File: src/rtl/lsu_mem_ctrl.sv
// Load/store unit: drives a req/ack data-memory handshake with byte lanes,
// stalls the core while an access is in flight and returns extended load data.
module lsu_mem_ctrl #(
    parameter int unsigned TIMEOUT = 16
) (
    input  logic        clk,
    input  logic        rst_n,
    input  logic        start,
    input  logic [2:0]  mem_code,
    input  logic        mem_write,
    input  logic [31:0] addr,
    input  logic [31:0] wdata,
    output logic        stall,
    output logic        done,
    output logic [1:0]  fault,
    output logic [31:0] rdata,
    output logic        dmem_req,
    output logic        dmem_we,
    output logic [31:0] dmem_addr,
    output logic [3:0]  dmem_be,
    output logic [31:0] dmem_wdata,
    input  logic        dmem_ack,
    input  logic [31:0] dmem_rdata
);

    typedef enum logic [1:0] {
        S_IDLE = 2'd0,
        S_REQ  = 2'd1,
        S_DONE = 2'd2,
        S_ERR  = 2'd3
    } state_e;

    localparam logic [7:0] CNT_LAST = 8'(TIMEOUT - 1);

    localparam logic [1:0] F_OK    = 2'b00;
    localparam logic [1:0] F_ALIGN = 2'b01;
    localparam logic [1:0] F_BUS   = 2'b10;
    localparam logic [1:0] F_CODE  = 2'b11;

    state_e      state_q, state_d;
    logic [2:0]  code_q;
    logic        we_q;
    logic [1:0]  off_q;
    logic [7:0]  cnt_q;
    logic [1:0]  fault_q;
    logic [31:0] rdata_q;
    logic [31:0] addr_q;
    logic [3:0]  be_q;
    logic [31:0] wd_q;

    logic        launch;
    logic        illegal;
    logic        misal;
    logic        last;
    logic [3:0]  be_d;
    logic [31:0] wd_d;
    logic [31:0] ld_shift;
    logic [7:0]  ld_byte;
    logic [15:0] ld_half;
    logic [31:0] ld_ext;

    // Access decode, only meaningful while IDLE sees a new instruction
    always_comb begin
        launch  = start && (mem_code != 3'b000);
        illegal = (mem_code == 3'b100) || (mem_code == 3'b111)
                  || (mem_write && mem_code[2]);
        misal   = ((mem_code[1:0] == 2'b10) && addr[0])
                  || ((mem_code[1:0] == 2'b11) && (addr[1:0] != 2'b00));
        last    = (cnt_q == CNT_LAST);
    end

    always_comb begin
        be_d = 4'b1111;
        wd_d = wdata;
        case (mem_code[1:0])
            2'b01: begin
                be_d = 4'b0001 << addr[1:0];
                wd_d = {4{wdata[7:0]}};
            end
            2'b10: begin
                be_d = addr[1] ? 4'b1100 : 4'b0011;
                wd_d = {2{wdata[15:0]}};
            end
            default: begin
                be_d = 4'b1111;
                wd_d = wdata;
            end
        endcase
    end

    always_comb begin
        ld_shift = dmem_rdata >> {off_q, 3'b000};
        ld_byte  = ld_shift[7:0];
        ld_half  = off_q[1] ? dmem_rdata[31:16] : dmem_rdata[15:0];
        case (code_q)
            3'b001:  ld_ext = {{24{ld_byte[7]}}, ld_byte};
            3'b101:  ld_ext = {24'h0, ld_byte};
            3'b010:  ld_ext = {{16{ld_half[15]}}, ld_half};
            3'b110:  ld_ext = {16'h0, ld_half};
            default: ld_ext = dmem_rdata;
        endcase
    end

    always_ff @(posedge clk or negedge rst_n) begin
        if (!rst_n) begin
            state_q <= S_IDLE;
        end else begin
            state_q <= state_d;
        end
    end

    always_comb begin
        state_d = state_q;
        case (state_q)
            S_IDLE: begin
                if (launch) begin
                    state_d = (illegal || misal) ? S_ERR : S_REQ;
                end
            end
            S_REQ: begin
                if (dmem_ack) begin
                    state_d = S_DONE;
                end else if (last) begin
                    state_d = S_ERR;
                end
            end
            default: state_d = S_IDLE;
        endcase
    end

    always_comb begin
        stall    = 1'b0;
        done     = 1'b0;
        dmem_req = 1'b0;
        dmem_we  = 1'b0;
        fault    = F_OK;
        case (state_q)
            S_IDLE: stall = launch;
            S_REQ: begin
                stall    = 1'b1;
                dmem_req = 1'b1;
                dmem_we  = we_q;
            end
            S_DONE: done = 1'b1;
            S_ERR: begin
                done  = 1'b1;
                fault = fault_q;
            end
            default: ;
        endcase
    end

    always_ff @(posedge clk or negedge rst_n) begin
        if (!rst_n) begin
            code_q  <= 3'b000;
            we_q    <= 1'b0;
            off_q   <= 2'b00;
            cnt_q   <= 8'h00;
            fault_q <= F_OK;
            rdata_q <= 32'h0;
            addr_q  <= 32'h0;
            be_q    <= 4'h0;
            wd_q    <= 32'h0;
        end else begin
            case (state_q)
                S_IDLE: begin
                    if (launch) begin
                        if (illegal) begin
                            fault_q <= F_CODE;
                        end else if (misal) begin
                            fault_q <= F_ALIGN;
                        end else begin
                            fault_q <= F_OK;
                            code_q  <= mem_code;
                            we_q    <= mem_write;
                            off_q   <= addr[1:0];
                            cnt_q   <= 8'h00;
                            addr_q  <= {addr[31:2], 2'b00};
                            be_q    <= be_d;
                            wd_q    <= wd_d;
                        end
                    end
                end
                S_REQ: begin
                    if (dmem_ack) begin
                        fault_q <= F_OK;
                        if (!we_q) begin
                            rdata_q <= ld_ext;
                        end
                    end else begin
                        cnt_q <= cnt_q + 8'h01;
                        if (last) begin
                            fault_q <= F_BUS;
                        end
                    end
                end
                default: ;
            endcase
        end
    end

    assign rdata      = rdata_q;
    assign dmem_addr  = addr_q;
    assign dmem_be    = be_q;
    assign dmem_wdata = wd_q;

endmodule

File: config.mk
export PLATFORM = sky130hd
export DESIGN_NAME = lsu_mem_ctrl
export DESIGN_NICKNAME = d
export VERILOG_FILES = /design/src/rtl/lsu_mem_ctrl.sv
export SDC_FILE = /design/constraint.sdc
export NUM_CORES = 1
export LEC_CHECK = 0
export CAP_MARGIN = 5
export CORE_AREA = 3 3 116 118
export CTS_CLUSTER_SIZE = 24
export DETAILED_ROUTE_END_ITERATION = 12
export DIE_AREA = 0 0 119 121
export PLACE_DENSITY = 0.78
export SYNTH_ARGS = -nofsm -noshare
export SYNTH_HDL_FRONTEND = slang
export SYNTH_SLANG_ARGS = --single-unit
File: constraint.sdc
create_clock -name clk -period 2.8 [get_ports clk]
set_input_delay 0.84 -clock clk [delete_from_list [all_inputs] [get_ports clk]]
set_output_delay 0.84 -clock clk [all_outputs]
set_load 0.05 [all_outputs]
=== Word level (Yosys, flattened, before mapping) ===
Index checks and enable logic that the tools add are counted.

* Bits in registers: 116
* Bits of input ports: 104
* Output and inout port bits: 106
* Word-level logic and storage cells: 78

* $add $sub $neg: 1
* Eq/ne operators: 18
* Shift-type cells: 2
* Mux-type cells: 26
* Bitwise gates (word level): 3
* Reduce and logical (&&, ||, !) cells: 18

{| class="wikitable"
|+ Operator list
! kind !! number
|-
| $pmux W32 S4 || 1
|-
| $pmux W32 S2 || 1
|-
| $mux W8 || 4
|-
| $shr A32 B5 Y8 || 1
|-
| $mux W2 || 9
|-
| $mux W16 || 1
|-
| $pmux W8 S2 || 1
|-
| $eq A3 B3 Y1 const B || 4
|-
| $add A8 B1 Y8 const B || 1
|-
| $eq A2 B2 Y1 const B || 4
|-
| $eq A8 B4 Y1 const B || 1
|-
| $ne A2 B2 Y1 const B || 4
|-
| $pmux W2 S2 || 2
|-
| $pmux W4 S2 || 1
|-
| $reduce_and A3 Y1 || 2
|-
| $reduce_and A5 Y1 || 1
|-
| $eq A2 B1 Y1 const B || 2
|-
| $logic_and A1 B1 Y1 || 4
|-
| $logic_or A1 B1 Y1 || 4
|-
| $mux W1 || 4
|-
| $mux W4 || 1
|-
| $reduce_and A4 Y1 || 1
|-
| $reduce_bool A2 Y1 || 2
|-
| $shl A1 B2 Y4 const A || 1
|-
| 9 further kinds || 11
|}

=== Depth between registers and ports, before layout ===
* Word-level depth: 7
* Mapped depth: 8
* Mapped depth without buffers: 6

=== Least setup slack after synthesis ===
No wires, ideal clock.

* Path kind: input-to-output
* From: input mem_code[0]
* To: output stall
* Arrival time: 1.954 ns
* Data required time: 1.960 ns
* Slack: 0.006 ns
* Cell stages on the path: 5
* Buffers on the path: 0
* Cell sequence: inv_1 ha_1 nand2b_1 a21oi_1 nor2_1

* Word-level cells in the longest chain between the ends: 3

{| class="wikitable"
|+ Ends and longest elaborated chain
! element !! line !! source
|-
| start, declared || 9 || <nowiki>input logic [2:0] mem_code,</nowiki>
|-
| $reduce_bool A3 Y1 || 64 || <nowiki>launch = start && (mem_code != 3'b000);</nowiki>
|-
| $logic_and A1 B1 Y1 || 64 ||
|-
| $pmux W1 S2 || 137 || <nowiki>case (state_q)</nowiki>
|-
| end, declared || 13 || <nowiki>output logic stall,</nowiki>
|}

No other way between the ends.

=== Final worst setup path ===
* From: input mem_code[1]
* To: output stall

Same word-level chain as after synthesis.

==> results.py <==
metrics = {
    "sta": {
        "fin_setup_tns_ns": 0,
        "finalSetupViolCount": 0,
        "hold_viol_final": 0,
        "relSlewSlack": 0.307,
        "period_share": 0.974,
        "finalMaxSlewViolations": 0,
        "skew_ns": 0.00564,
        "rsz0062_at_grt": "no",
        "layout_setup_ws_ns": 0.0726,
        "tightest_slew_ns": 1.03,
        "fmax_ghz": 0.367,
        "period_minus_slack_ns": 2.73,
    },
    "setup_path": {
        "timing.rr.end": "rdata[23]",
        "rrSetupSlack_ns": 0.72,
        "worstPathRequired_ns": 1.96,
        "critPathKind": "input port to output port",
        "crit_buf_inv": 3,
        "slowest_delay_ns": 0.26,
        "end_kind": "output port",
        "cp-start-kind": "input port",
        "worst_path_max_delay_cell": "dlygate4sd2_1",
        "cp.arrival_ns": 1.89,
        "crit_fanout": 3,
        "reg2reg_from": "off_q[0]",
        "crit_family": "buffers and inverters",
        "critical_path.cell_chain": "dlygate4sd2_1 > inv_1 > ha_4 > nand2b_1 > a21oi_2 > nor2_2 > buf_12",
        "worstRegToRegCells": 4,
    },
    "placed_design": {
        "numPortBuffers": 207,
        "pre_cts_slack_ns": -0.340,
        "place_area_um2": 8020,
        "globalplace.congestion": 0.892,
        "post-dp-hpwl_mm": 12.2,
    },
    "flow_run": {
        "maxCapViolations": 0,
    },
    "floorplanning": {
        "die_w_um": 119,
        "start_util": 0.445,
        "die_area_um2": 14400,
        "core-area_um2": 12600,
        "ios": 210,
        "rows": 41,
        "fp.dieH_um": 121,
    },
    "yosys": {
        "synth_warnings": 0,
        "synth_area_um2": 5600,
        "synth_top_area_share": 0.518,
        "seq_area_frac_synth": 0.518,
        "synth-seq-cells": 116,
        "post_synth.cell_area_avg_um2": 10.6,
        "synth_cell_types": 53,
        "syn_inst": 527,
        "synth_edf_count": 0,
        "ys_top_cells_by_area": "dfrtp_1, mux2_2, o21ai_0",
        "async_flop_share": 1.00,
        "ys.flop_type": "dfrtp_1",
        "synth_largest_area_cell": "dfrtp_1",
    },
    "clocking": {
        "clkTransAtPathRegs_ns": 0.05,
        "post_cts_buffers": 0,
        "postCtsHoldBufs": 0,
        "clockBufferDepth": 2,
        "clkLatencyLatePin_ns": 0.41,
        "root_buffer": "clkbuf_16",
        "cts_tree": "yes",
        "cts_num_sinks": 116,
        "numCtsBuffers": 17,
        "htree_levels": 4,
    },
    "global_route": {
        "grtUsageTotal": 0.233,
        "antenna_found_initial": 0,
        "grt_max_degree": 64,
        "grt_pass1_wl_mm": 26.6,
        "overflow": 0,
        "first_global_vias": 5143,
    },
    "worst_hold_path": {
        "hp-class": "input port to asynchronous set/reset pin",
    },
    "cells_and_area": {
        "final_common_cell": "clkdlybuf4s50_1",
        "design_area_um2": 8590,
        "n_fill_cell": 929,
        "final_cell_mix": "clkdlybuf4s50_1, dfrtp_1, o21ai_0",
        "diodes": 0,
        "final_nets": 853,
        "drive_gt1_frac": 0.163,
        "area_growth_pct": 53.5,
    },
    "drt": {
        "via_per_inst": 5.59,
        "wire_per_inst_um": 17.9,
        "drt_wl_total_mm": 16.6,
        "drt_iter0_drc": 410,
        "ant_nets": 0,
        "drc_errors": 0,
        "vias": 5184,
        "drt_pre_antenna_iters": 6,
    },
    "pwr": {
        "vdd_ir_drop_max_uv": 740,
        "power_uw": 11300,
        "p_leak_uw": 0.00355,
        "power.density_nw_per_um2": 1310,
    },
    "run_status": {
        "status": "completed",
    },
}
-- area by class of cell --
| cell class | instances | area (µm²) | area share |
|---|---|---|---|
| clock buffers | 27 | 513 | 0.0597 |
| well taps | 172 | 215 | 0.0250 |
| repair buffers | 242 | 2410 | 0.280 |
| multi-input cells | 357 | 2470 | 0.288 |
| flip-flops and latches | 116 | 2900 | 0.338 |
| inverters | 10 | 37.5 | 0.00437 |
| clock inverters | 4 | 45.0 | 0.00524 |
-- Yosys cell counts, types with 2 or more instances --
cell type    n
nand2b_1    12
nor4_1       3
o32ai_1      6
a21oi_1     40
mux2i_1      4
inv_1       10
a31oi_1      3
dfrtp_1    116
a221oi_1     6
a221o_1     16
nor2_1      25
buf_6        3
o21ai_0     89
o31ai_1      4
and2_1       4
clkbuf_1    25
ha_1         5
mux2_2      45
buf_2       11
nor2b_1     11
o21ai_1      2
a21boi_0     6
a22oi_1      8
or4_1        4
buf_4        5
o21a_1       9
a311oi_1     2
nand3_1     13
nand2_1     14
and3_1       3
-- repair_timing --
item                       4_1_cts  5_1_grt
setup endpoints to repair        1        1
pin swaps                        1        1
gates cloned                     0        0
resized for setup                7        2
-- layer usage --
layer / wire length (µm) / vias to the layer above / GRT usage
li1: - / 2377 / -
met3: 1430 / 26 / 0.0676
met1: 6490 / 2535 / 0.284
met2: 8390 / 246 / 0.391
met4: 319 / 0 / 0.0891
met5: 0 / - / 0
-- stage by stage --
| stage | cells | hold slack [ns] | util |
|---|---|---|---|
| finish | 928 | 0.292 | 0.684 |
| global route | 928 | 0.289 | 0.684 |
| CTS | 928 | 0.283 | 0.683 |
| detailed placement | 897 | 0.495 | 0.638 |
| global placement | 897 | 0.489 | 0.638 |
| floorplan | 528 | 0.473 | - |
-- sequential cells by signal, summed over array words and instances (netlist names) --
name and flops:
dmem_wdata 32, rdata 32, dmem_addr 30, cnt_q 8, dmem_be 4, code_q 3
fault_q 2, off_q 2, state_q 2, we_q 1
-- worst max-delay path by stage --
stage	startpoint	to	cells after the start
finish	mem_code[1]	stall	7
global route	mem_code[0]	stall	7
CTS	mem_code[0]	stall	7
detailed placement	mem_code[0]	cnt_q[3]	7
global placement	mem_code[0]	cnt_q[3]	7
floorplan	mem_code[0]	stall	5
-- report_power, final --
group / total [µW] / internal (µW) / switching [µW]
Combinational: 6270 / 2280 / 3990
Sequential: 2980 / 2460 / 515
Clock: 2040 / 1330 / 710
Total: 11300 / 6070 / 5210
-- logic make-up (layout without fill, tap and decap cells) --
kind of cell / Yosys count / count (layout) / synth area share
AO/OA/AOI/OAI: 201 / 201 / 0.225
XOR/XNOR: 1 / 1 / 0.00156
adder cells (fa/ha/maj): 5 / 5 / 0.0112
buffers and inverters: 55 / 283 / 0.0467
flip-flops: 116 / 116 / 0.518
multiplexers: 51 / 51 / 0.104
other: 1 / 2 / 0.000670
AND/OR/NAND/NOR: 97 / 97 / 0.0923
Note: power is estimated with default switching activity, not from simulation.
==> RTL change 1 (same flow settings) <==
Put a register stage on the output `fault`, cleared by the reset. The value now appears one clock later. The other outputs are not delayed to match.
--- a/src/rtl/lsu_mem_ctrl.sv
+++ b/src/rtl/lsu_mem_ctrl.sv
@@ -37,6 +37,8 @@
     localparam logic [1:0] F_BUS   = 2'b10;
     localparam logic [1:0] F_CODE  = 2'b11;
 
+    logic [1:0] fault_d;
+
     state_e      state_q, state_d;
     logic [2:0]  code_q;
     logic        we_q;
@@ -133,7 +135,7 @@
         done     = 1'b0;
         dmem_req = 1'b0;
         dmem_we  = 1'b0;
-        fault    = F_OK;
+        fault_d  = F_OK;
         case (state_q)
             S_IDLE: stall = launch;
             S_REQ: begin
@@ -144,7 +146,7 @@
             S_DONE: done = 1'b1;
             S_ERR: begin
                 done  = 1'b1;
-                fault = fault_q;
+                fault_d = fault_q;
             end
             default: ;
         endcase
@@ -204,5 +206,13 @@
     assign dmem_be    = be_q;
     assign dmem_wdata = wd_q;
 
+    always_ff @(posedge clk or negedge rst_n) begin
+        if (!rst_n) begin
+            fault <= '0;
+        end else begin
+            fault <= fault_d;
+        end
+    end
+
 endmodule
 
Behaviour: not the same (Yosys sat finds a counterexample within 4 cycles, from zero or initial values and one cycle with rst_n low).
==> RTL change 1 against the original RTL <==
  * Count of clock-buffer cells in the layout decreased by 2
  * Core utilization increased by 0.57 points
  * Final cell count rose by 3.0%
  * Clock power grew 12%
  * Sequential cell count is 2 higher
  * Worst setup slack improved by 0.015 ns
  * Synthesized area increased by 0.31%
  * Routed wire length up 3.5%
  * Via count is 1.5% higher
  * Power rose by 4.1%
  * Register-to-register slack worse by 0.24 ns
  * Cell area rose by 0.83%
  * Critical path depth did not move
  * Largest cell class unchanged
  * Highest routed layer unchanged
==> RTL change 1: results (changes against the original RTL) <==
{| class="wikitable"
! Metric !! Value
|-
| Outcome || finished, final reports clean
|-
| Share of layout cells above drive strength 1 || 0.161 (-0.00198)
|-
| Fraction of cell area in non-clock buffers || 0.273 (-0.00678)
|-
| Multiplexer share of the synthesized area || 0.116 (+0.0115)
|-
| Adder-cell share of the synthesized area || 0.0111 (-0.0000348)
|-
| GR met1 Demand/Resource || 0.292 (+0.00720)
|-
| Mean number of vias per cell || 5.50 (-1.5%)
|-
| Worst-case register-to-register setup slack || 0.48 ns (-0.24 ns)
|-
| Detail Placement HPWL || 12.6 mm (+3.2%)
|-
| Proportion of cell area spent on the clock network || 0.0728 (+0.00784)
|-
| Largest net degree at the start of global routing || 74 (+16%)
|-
| Least-Margin Pin Slew || 1.23 ns (+0.196 ns)
|-
| Worst endpoint data arrival time || 1.87 ns (-0.02 ns)
|-
| Crit path launch || mem_code[0]
|-
| Share of cell area taken by multi-input logic gates || 0.282 (-0.00555)
|-
| Filler Cell Count || 949 (+2.2%)
|-
| R2R Path Start || code_q[0]$_DFFE_PN0P_
|-
| Post-route worst hold slack || 0.228 ns (-0.0637 ns)
|-
| Wirelength per Cell || 18.0 um (+0.52%)
|-
| DR iter-0 viols || 495 (+21%)
|-
| Global-route track usage on met3 || 0.0774 (+0.00979)
|-
| Most frequent cells after synthesis || sky130_fd_sc_hd__dfrtp_1, sky130_fd_sc_hd__o21ai_0, sky130_fd_sc_hd__a21oi_1
|-
| First-pass GRT wire length || 27.8 mm (+4.3%)
|-
| Met3 routed wirelength || 1.47 mm (+2.7%)
|-
| Grt met2 use || 0.410 (+0.0194)
|-
| Number of distinct standard cells referenced by the synthesized netlist || 44 (-17%)
|-
| Peak supply drop || 773 uV (+4.3%)
|-
| Destination of the worst register-to-register timing path || rdata[0]$_DFFE_PN0P_
|-
| NumNets Final || 880 (+3.2%)
|}
==> RTL change 1: per-stage QoR <==
step / area, um^2 / total power [W] / std cells / TNS, ns / setup WS (ns)
final: 8660 / 0.0117 / 956 / 0 / 0.0872
after global routing: 8660 / 0.0123 / 956 / 0 / 0.0254
after global placement: 8020 / 0.00931 / 924 / -9.01 / -0.205
after CTS: 8660 / 0.0118 / 956 / 0 / 0.0923
after detailed placement: 8020 / 0.00945 / 924 / -15.78 / -0.297
after floorplan: 5620 / 0.00713 / 552 / 0 / 0.00475
==> RTL change 1: repair_timing <==
item | in CTS | in global routing
gates resized for setup | 7 | 0
endpoints found under the setup margin | 1 | 0
hold buffers | 0 | 0
==> RTL change 1: logic make-up (layout without fill, tap and decap cells) <==
logic type | after synthesis | in the layout
and+or+nand+nor | 104 | 104
muxes | 58 | 58
AOI/OAI and AO/OA | 210 | 210
buffers and inverters | 54 | 286
adders and majority gates | 5 | 5
other | 1 | 2
xor gates and xnor gates | 1 | 1
DFF | 118 | 118
==> RTL change 2 (same flow settings) <==
Without the edit above. Set the parameter `TIMEOUT` to 15 (it was 16).
--- a/src/rtl/lsu_mem_ctrl.sv
+++ b/src/rtl/lsu_mem_ctrl.sv
@@ -1,7 +1,7 @@
 // Load/store unit: drives a req/ack data-memory handshake with byte lanes,
 // stalls the core while an access is in flight and returns extended load data.
 module lsu_mem_ctrl #(
-    parameter int unsigned TIMEOUT = 16
+    parameter int unsigned TIMEOUT = 15
 ) (
     input  logic        clk,
     input  logic        rst_n,
Behaviour: no difference found for any inputs over 4 cycles, from zero or initial values and one cycle with rst_n low; that may be too few to reach the edited logic, so the function may still have changed.
==> RTL change 2 against the original RTL <==
  * Synthesized area up 1.1%
  * Cell area up 1.7%
  * Power up 1.6%
  * Non-clock buffer count down 2
  * Routed wire length up 1.7%
  * Maximum frequency up 0.91%
  * Sequential cell count unchanged
  * Worst setup slack better by 0.025 ns
  * Highest routed layer unchanged
==> RTL change 2: results (changes against the original RTL) <==
{| class="wikitable"
! Metric !! Value
|-
| Outcome || finished, final reports clean
|-
| Placer's final routability congestion estimate || 0.885 (-0.79%)
|-
| Crit path launch || state_q[1]$_DFFE_PN0P_
|-
| NumNets Final || 855 (+0.23%)
|-
| GR met1 Demand/Resource || 0.284 (-0.000562)
|-
| Share of layout cells above drive strength 1 || 0.175 (+0.0128)
|-
| R2R Path Start || state_q[0]$_DFFE_PN0P_
|-
| Most frequent cells after synthesis || sky130_fd_sc_hd__dfrtp_1, sky130_fd_sc_hd__o21ai_0, sky130_fd_sc_hd__mux2_2
|-
| Worst path setup slack after routing || 0.0973 ns (+0.0247 ns)
|-
| Depth of the worst register-to-register path || 4 (unchanged)
|-
| DR iter-0 viols || 358 (-13%)
|-
| Destination of the worst register-to-register timing path || rdata[18]$_DFFE_PN0P_
|-
| Critical Path Fanout Max || 10 (+7)
|-
| Timing endpoint of the critical path || done
|-
| Normalized max-slew margin || 0.375 (+0.0681)
|-
| Grt met2 use || 0.396 (+0.00495)
|-
| Detail Placement HPWL || 12.5 mm (+2.5%)
|-
| Largest net degree at the start of global routing || 53 (-17%)
|-
| Mean number of vias per cell || 5.62 (+0.69%)
|-
| Vias in the first global route || 5376 (+4.5%)
|-
| Detailed-route wire length || 16.9 mm (+1.7%)
|-
| Leading cell types by total area after synthesis || sky130_fd_sc_hd__dfrtp_1, sky130_fd_sc_hd__mux2_2, sky130_fd_sc_hd__o21ai_0, sky130_fd_sc_hd__a21oi_1, sky130_fd_sc_hd__a221o_1
|-
| Share of total power in the clock network || 0.201 (+0.020)
|-
| Total Routing Usage GR || 0.239 (+0.00602)
|-
| Leakage || 3.60 nW (+1.6%)
|-
| Worst-case register-to-register setup slack || 0.53 ns (-0.19 ns)
|-
| Fmax || 370 MHz (+0.91%)
|-
| Number of distinct standard cells referenced by the synthesized netlist || 59 (+11%)
|-
| First-pass GRT wire length || 27.4 mm (+2.7%)
|-
| Peak supply drop || 744 uV (+0.48%)
|-
| Worst clock skew || 0.00515 ns (-0.000492 ns)
|-
| First-pass iteration count of the detailed router || 5 (-1)
|-
| Internal power contribution || 0.00628 W (+3.4%)
|-
| Initial Util || 0.451 (+0.00508)
|-
| Part of the power in registers || 0.259 (-0.005)
|-
| Worst endpoint data arrival time || 1.86 ns (-0.03 ns)
|-
| Placed instance area || 8080 um^2 (+0.80%)
|-
| Filler Cell Count || 960 (+3.3%)
|-
| Global-route track usage on met3 || 0.0765 (+0.00886)
|-
| Delay of the slowest cell on the worst path || 0.89 ns (+0.63 ns)
|}
## RTL change 2: cell types whose count changed after synthesis, moves of 2 or more
cell,delta
sky130_fd_sc_hd__buf_4,-2
sky130_fd_sc_hd__nor4_1,-3
sky130_fd_sc_hd__o41ai_1,+2
sky130_fd_sc_hd__or4b_1,+2
sky130_fd_sc_hd__nor2_1,+2
## RTL change 2: layout make-up
cell class                 instances  area (um^2)  share of cell area
tap                              172          215              0.0246
inverter                          10         37.5             0.00430
sequential                       116         2900               0.332
clock inverter                    10          153              0.0175
clock buffer                      22          474              0.0543
timing repair buffer             240         2400               0.275
multi-input combinational        360         2550               0.292
## RTL change 2: how the worst min path moves through the flow
stage | end | startpoint | cells past startpoint
final | dmem_addr[27]$_DFFE_PN0P_ | rst_n | 1
after global routing | dmem_addr[26]$_DFFE_PN0P_ | rst_n | 1
after CTS | dmem_addr[26]$_DFFE_PN0P_ | rst_n | 1
after detailed placement | dmem_addr[13]$_DFFE_PN0P_ | dmem_addr[13]$_DFFE_PN0P_ | 1
after global placement | fault_q[1]$_DFFE_PN0P_ | fault_q[1]$_DFFE_PN0P_ | 1
after floorplan | fault_q[0]$_DFFE_PN0P_ | fault_q[0]$_DFFE_PN0P_ | 1
## RTL change 2: cells by family (layout without fill, tap and decap cells)
logic type / count (synthesis) / count (layout) / synth area share
AOI/OAI and AO/OA: 201 / 201 / 0.225
xor gates and xnor gates: 1 / 1 / 0.00155
adders and majority gates: 6 / 6 / 0.0133
buffers and inverters: 55 / 282 / 0.0449
DFF: 116 / 116 / 0.513
muxes: 51 / 51 / 0.104
other: 1 / 2 / 0.000662
and+or+nand+nor: 99 / 99 / 0.0981
## RTL change 2: repair_timing
item,4_1_cts,5_1_grt
gates resized for setup,10,0
endpoints found under the setup margin,3,0
buffers inserted,1,0
## RTL change 2: per-stage QoR
stage                     utilization  instances  TNS (ns)  power [W]  hold slack [ns]
after CTS                       0.695        930         0     0.0115            0.492
after detailed placement        0.643        897    -15.00    0.00916            0.494
after floorplan                     -        531         0    0.00691            0.473
after global routing            0.695        930         0     0.0120            0.509
after global placement          0.643        897     -9.19    0.00903            0.489
final                           0.695        930         0     0.0115            0.477
## RTL change 2: per-layer routing
layer / vias to the layer above / wire, um
met5: - / 0
met4: 0 / 586
met3: 53 / 1460
met2: 285 / 8240
met1: 2515 / 6630
li1: 2378 / -
## RTL change 2: worst register-to-register path, cell delays in order (launching register included)
cell                       delay [ns]
sky130_fd_sc_hd__dfrtp_1         0.50
sky130_fd_sc_hd__nor2b_1         0.47
sky130_fd_sc_hd__nand3b_4        0.24
sky130_fd_sc_hd__nor3_2          0.76
sky130_fd_sc_hd__a221o_1         0.22
